<file path="src/rtl/instr_decode_queue.sv">
// instr_decode_queue: registered Tinker instruction decoder feeding a DEPTH-entry
// FIFO toward execute. Decodes at accept time, tags each record with an
// accept-order sequence number and closes intake after a halt.
module instr_decode_queue #(
  parameter int unsigned INSTR_W = 32,
  parameter int unsigned OP_W    = 5,
  parameter int unsigned REG_W   = 5,
  parameter int unsigned LIT_W   = 12,
  parameter int unsigned DATA_W  = 64,
  parameter int unsigned DEPTH   = 4,
  parameter int unsigned SEQ_W   = 8
) (
  input  logic                     clk,
  input  logic                     reset,
  input  logic                     flush,
  input  logic                     in_valid,
  output logic                     in_ready,
  input  logic [INSTR_W-1:0]       in_instr,
  output logic                     out_valid,
  input  logic                     out_ready,
  output logic [OP_W-1:0]          out_opcode,
  output logic [REG_W-1:0]         out_rd,
  output logic [REG_W-1:0]         out_rs,
  output logic [REG_W-1:0]         out_rt,
  output logic [DATA_W-1:0]        out_lit_zext,
  output logic [DATA_W-1:0]        out_lit_sext,
  output logic                     out_rt_passed,
  output logic                     out_halt,
  output logic                     out_illegal,
  output logic [SEQ_W-1:0]         out_seq,
  output logic [$clog2(DEPTH):0]   occupancy,
  output logic                     halted
);

  localparam int unsigned PTR_W  = $clog2(DEPTH);
  localparam int unsigned CNT_W  = PTR_W + 1;
  localparam int unsigned RD_LSB = INSTR_W - OP_W - REG_W;
  localparam int unsigned RS_LSB = RD_LSB - REG_W;
  localparam int unsigned RT_LSB = RS_LSB - REG_W;

  typedef struct packed {
    logic [OP_W-1:0]   opcode;
    logic [REG_W-1:0]  rd;
    logic [REG_W-1:0]  rs;
    logic [REG_W-1:0]  rt;
    logic [DATA_W-1:0] lit_zext;
    logic [DATA_W-1:0] lit_sext;
    logic              rt_passed;
    logic              halt;
    logic              illegal;
    logic [SEQ_W-1:0]  seq;
  } rec_t;

  rec_t             mem_q [DEPTH];
  rec_t             out_rec_q, out_rec_d;
  rec_t             dec;
  logic [PTR_W-1:0] head_q, head_d, tail_q, tail_d;
  logic [CNT_W-1:0] cnt_q, cnt_d;
  logic [SEQ_W-1:0] seq_q, seq_d;
  logic             halted_q, halted_d;
  logic             out_valid_q, out_valid_d;
  logic [LIT_W-1:0] lit;
  logic             full, push, pop;

  assign full     = (cnt_q == CNT_W'(DEPTH));
  assign in_ready = !reset && !full && !halted_q && !flush;
  assign push     = in_valid && in_ready;
  assign pop      = out_valid_q && out_ready && !flush;

  // Field extraction and flag derivation for the incoming word
  always_comb begin
    dec           = '0;
    lit           = in_instr[LIT_W-1:0];
    dec.opcode    = in_instr[INSTR_W-1 -: OP_W];
    dec.rd        = in_instr[RD_LSB +: REG_W];
    dec.rs        = in_instr[RS_LSB +: REG_W];
    dec.rt        = in_instr[RT_LSB +: REG_W];
    dec.lit_zext  = DATA_W'(lit);
    dec.lit_sext  = {{(DATA_W-LIT_W){lit[LIT_W-1]}}, lit};
    case (dec.opcode)
      OP_W'(5'h05), OP_W'(5'h07), OP_W'(5'h0A), OP_W'(5'h10),
      OP_W'(5'h12), OP_W'(5'h13), OP_W'(5'h19), OP_W'(5'h1B):
        dec.rt_passed = 1'b0;
      default:
        dec.rt_passed = 1'b1;
    endcase
    dec.halt      = (dec.opcode == OP_W'(5'h0F)) && (lit == '0);
    dec.illegal   = (dec.opcode > OP_W'(5'h1D));
    dec.seq       = seq_q;
  end

  // Next-state for pointers, counters, halt latch and the registered head record
  always_comb begin
    head_d      = head_q;
    tail_d      = tail_q;
    cnt_d       = cnt_q;
    seq_d       = seq_q;
    halted_d    = halted_q;
    out_valid_d = out_valid_q;
    out_rec_d   = out_rec_q;
    if (flush) begin
      head_d      = '0;
      tail_d      = '0;
      cnt_d       = '0;
      halted_d    = 1'b0;
      out_valid_d = 1'b0;
    end else begin
      if (push) begin
        tail_d = tail_q + PTR_W'(1);
        seq_d  = seq_q + SEQ_W'(1);
        if (dec.halt) halted_d = 1'b1;
      end
      if (pop) head_d = head_q + PTR_W'(1);
      cnt_d       = cnt_q + CNT_W'(push) - CNT_W'(pop);
      out_valid_d = (cnt_d != '0);
      // New head is the incoming word when it lands on the head slot
      if (cnt_d != '0) begin
        if (push && (tail_q == head_d)) out_rec_d = dec;
        else                            out_rec_d = mem_q[head_d];
      end
    end
  end

  // State registers
  always_ff @(posedge clk or posedge reset) begin
    if (reset) begin
      head_q      <= '0;
      tail_q      <= '0;
      cnt_q       <= '0;
      seq_q       <= '0;
      halted_q    <= 1'b0;
      out_valid_q <= 1'b0;
      out_rec_q   <= '0;
    end else begin
      head_q      <= head_d;
      tail_q      <= tail_d;
      cnt_q       <= cnt_d;
      seq_q       <= seq_d;
      halted_q    <= halted_d;
      out_valid_q <= out_valid_d;
      out_rec_q   <= out_rec_d;
    end
  end

  // FIFO storage, written at the tail on accept
  always_ff @(posedge clk or posedge reset) begin
    if (reset) begin
      for (int i = 0; i < int'(DEPTH); i++) mem_q[i] <= '0;
    end else if (push) begin
      mem_q[tail_q] <= dec;
    end
  end

  assign out_valid     = out_valid_q;
  assign out_opcode    = out_rec_q.opcode;
  assign out_rd        = out_rec_q.rd;
  assign out_rs        = out_rec_q.rs;
  assign out_rt        = out_rec_q.rt;
  assign out_lit_zext  = out_rec_q.lit_zext;
  assign out_lit_sext  = out_rec_q.lit_sext;
  assign out_rt_passed = out_rec_q.rt_passed;
  assign out_halt      = out_rec_q.halt;
  assign out_illegal   = out_rec_q.illegal;
  assign out_seq       = out_rec_q.seq;
  assign occupancy     = cnt_q;
  assign halted        = halted_q;

endmodule

</file>
<file path="config.mk">
export PLATFORM = sky130hd
export DESIGN_NAME = instr_decode_queue
export DESIGN_NICKNAME = d
export VERILOG_FILES = /design/src/rtl/instr_decode_queue.sv
export SDC_FILE = /design/constraint.sdc
export NUM_CORES = 1
export LEC_CHECK = 0
export ABC_AREA = 1
export BUFFER_PORTS_ARGS = -buffer_cell sky130_fd_sc_hd__buf_4
export CAP_MARGIN = 10
export CORE_ASPECT_RATIO = 2
export CORE_MARGIN = 8
export CORE_UTILIZATION = 50
export CTS_BUF_LIST = sky130_fd_sc_hd__clkbuf_8
export DETAILED_ROUTE_END_ITERATION = 6
export PLACE_DENSITY = 0.72
export SLEW_MARGIN = 10
export SYNTH_ARGS = -nofsm -noshare
export SYNTH_HDL_FRONTEND = slang
export SYNTH_SLANG_ARGS = --single-unit
export TNS_END_PERCENT = 30
</file>
<file path="constraint.sdc">
create_clock -name clk -period 8.7 [get_ports clk]
set_input_delay 1.305 -clock clk [delete_from_list [all_inputs] [get_ports clk]]
set_output_delay 1.305 -clock clk [all_outputs]
set_load 0.005 [all_outputs]
</file>
==> impl_metrics.py <==
metrics = {
    "status": {
        "status": "finished, final reports clean",
    },
    "yosys": {
        "ys_warn_count": 0,
        "synth-seq-cells": 232,
        "synthTopCellsByArea": "dfrtp_1 (49%), nand2_1 (16%), nand3_1 (9.4%)",
        "synth_most_common_cell": "nand2_1",
        "synth-main-ff-cell": "dfrtp_1",
        "synthAdderAreaFrac": 0.00911,
        "synthArstFlopShare": 1.00,
        "synth_edf_count": 0,
        "yosys.area_share.simple": 0.276,
        "synth-xor-area-share": 0.00667,
        "synth.avg_cell_area_sq_um": 8.16,
        "syn_area_sq_um": 11800,
        "synth_common_cells": "nand2_1 (500), dfrtp_1 (232), nand3_1 (223)",
        "ys_seq_area_frac": 0.491,
        "synth_top_area_frac": 0.491,
        "yosysTopAreaCell": "dfrtp_1",
        "synth.distinct_cells": 32,
        "synth.area.mux_share": 0,
        "synth_top_family_by_area": "simple AND/OR/NAND/NOR gates",
        "syn_inst": 1447,
        "synth-compound-area-share": 0.0769,
    },
    "flow_run": {
        "drv_cap": 0,
    },
    "critical_path": {
        "cp_cell_sequence": "buf_4 > nor3_4 > nand3_4 > ha_1 > inv_1 > ha_1 > inv_1 > fa_1 > inv_1 > nor2_1 > a21oi_4 > buf_4 > inv_2 > nand2_1 > nand2_1",
        "crit_buf_inv": 6,
        "cpMostUsedCell": "inv_1",
        "end_kind": "flip-flop",
        "critPathMaxStageDelay_ns": 0.52,
        "crit_fanout": 45,
        "worstRegToRegCells": 15,
        "crit_path_top_delay_cell": "buf_4",
        "required_ns": 9.17,
        "cp.depth": 15,
        "cp_top_family": "buffers and inverters",
        "critPathArrivalTime_ns": 4.48,
        "critical_path_class": "in2reg",
        "critPathLaunchType": "input port",
    },
    "routing": {
        "drcViolationCount": 0,
        "via_per_inst": 5.44,
        "first_iter_violations": 628,
        "routed_wl_microns": 30700,
        "vias": 9735,
        "ant_nets": 0,
        "wl_per_cell_microns": 17.1,
        "dr.pass1.iters": 6,
    },
    "cts": {
        "holdBufCountCts": 0,
        "clk_latency_ns": 0.60,
        "cts_made_buffers": 31,
        "cts_tree": "yes",
        "root_buffer": "clkbuf_8",
        "post_cts_buffers": 0,
        "cts_buffer_depth": 3,
        "cts.repair.resized": 0,
        "clock_sinks": 232,
        "cts.htree.levels": 1,
        "path_clk_slew_ns": 0.07,
    },
    "power": {
        "internal-power_w": 0.00251,
        "clockPowerShare": 0.231,
        "powerDensity_nw_per_um2": 307,
        "p_leak_nw": 6.58,
        "seq_power_share": 0.413,
        "swShare": 0.361,
        "p_sw_w": 0.00142,
        "irDropWorstVdd_mv": 0.184,
        "power_frac_comb": 0.355,
    },
    "cells_and_area": {
        "num-fill-cells": 2217,
        "finish.instance_area_sq_um": 12800,
        "multiInputGateArea_sq_um": 4570,
        "post-route-util": 0.551,
        "regArea_sq_um": 5810,
        "nNetsFinal": 1530,
        "drive_gt1_frac": 0.150,
        "area_delta_synth_final_pct": 8.39,
    },
    "global_route": {
        "grt_usage": 0.209,
        "grt_max_degree": 107,
        "antenna_found_initial": 1,
        "grt.overflow.total": 0,
        "grt_pass1_wl_microns": 50500,
        "grt_pass1_vias": 9596,
    },
    "sta": {
        "worstMarginPinSlew_ns": 1.20,
        "setup_viol": 0,
        "final.period_utilization": 0.461,
        "max_slew_margin": 0.198,
        "fmax_mhz": 249,
        "fin_ws_ns": 4.69,
        "maxSlewViolCount": 0,
        "period_minus_slack_ns": 4.01,
        "rsz0062_at_grt": "false",
        "fin_skew_ns": 0.0269,
        "final-hold-violation-count": 0,
        "tns_ns": 0,
    },
    "placement": {
        "port_buffers": 149,
        "detailedPlace.worstSlack_ns": 4.11,
        "post_dp_cell_area_sq_um": 12100,
        "post-dp-hpwl_microns": 17900,
        "gp_congestion": 0.769,
    },
    "floorplan": {
        "fp.coreArea_sq_um": 23200,
        "fp.dieW_microns": 125,
        "start_util": 0.509,
        "die_h_microns": 233,
        "fp-row-count": 79,
        "ioPinCount": 202,
        "die-area_sq_um": 29100,
    },
    "min_path": {
        "min_path_type": "reg2reg",
        "hold_path_depth": 2,
    },
}
## layer usage
layer	wire length, microns	GRT usage	vias to the layer above
met3	2350	0.0431	65
met5	0	0	-
met4	913	0.0947	0
met2	15700	0.376	396
met1	11700	0.231	4701
li1	-	-	4573
## flip-flops by register name (all words and copies together) (netlist names), 2 cells and up
name	count
mem_q	172
out_lit_zext	12
out_seq	8
seq_q	8
out_opcode	5
out_rd	5
out_rs	5
out_rt	5
occupancy	3
head_q	2
tail_q	2
## power groups by stage
stage / clock network [W] / registers [W] / logic, W
after floorplan: 0 / 0.00162 / 0.00101
after global placement: 0 / 0.00163 / 0.00137
after detailed placement: 0 / 0.00164 / 0.00141
after CTS: 0.000926 / 0.00162 / 0.00142
after global routing: 0.000972 / 0.00166 / 0.00159
final: 0.000909 / 0.00162 / 0.00140
## through the flow
step                      std cells  total power, W  hold WS (ns)
after floorplan                1498         0.00263         0.453
after global placement         1735         0.00300         0.465
after detailed placement       1735         0.00305         0.467
after CTS                      1788         0.00397         0.484
after global routing           1789         0.00422         0.504
final                          1789         0.00393         0.480
## layout make-up
cell class	instances	share of cell area
sequential	232	0.453
multi-input combinational	1009	0.357
timing repair buffer	156	0.0915
clock buffer	40	0.0430
tap	283	0.0277
inverter	55	0.0168
clock inverter	13	0.0104
antenna	1	0.000195
## path summary, 6_finish.rpt
kind | slack, ns | from | to
setup / recovery | 4.69 | flush | out_rd[2]
hold / removal | 0.48 | out_rs[3] | out_rs[3]
setup reg to reg | 5.19 | occupancy[1] | out_rd[2]
hold reg to reg | 0.48 | out_rs[3] | out_rs[3]
max in group asynchronous | 6.26 | reset | mem_q[306]
min in group asynchronous | 0.84 | reset | head_q[1]
## kinds of logic after synthesis
group,Yosys count
xor+xnor,9
other cells,1
fa+ha+maj,8
compound gates,180
simple gates,760
buf+inv,257
flops,232
## worst register-to-register path, delay by kind of cell (launching register included)
kind | cells | cell delay (ns)
AOI/OAI and AO/OA | 1 | 0.13
adders and majority gates | 3 | 0.91
buffers and inverters | 5 | 1.22
DFF | 1 | 0.44
and+or+nand+nor | 6 | 0.69
## layout by cell type (no fill, tap or decap), types with 4 or more instances in the layout
cell      instances
nand2_1         498
dfrtp_1         232
nand3_1         223
buf_4           156
o21ai_0         136
inv_1            57
conb_1           52
o21ai_1          40
clkbuf_8         40
nor2_1           14
xor2_1            8
nand2_4           7
ha_1              7
clkinv_2          5
nor3_1            4
nand2_2           4
No activity file was read; power rests on OpenSTA's default activity.
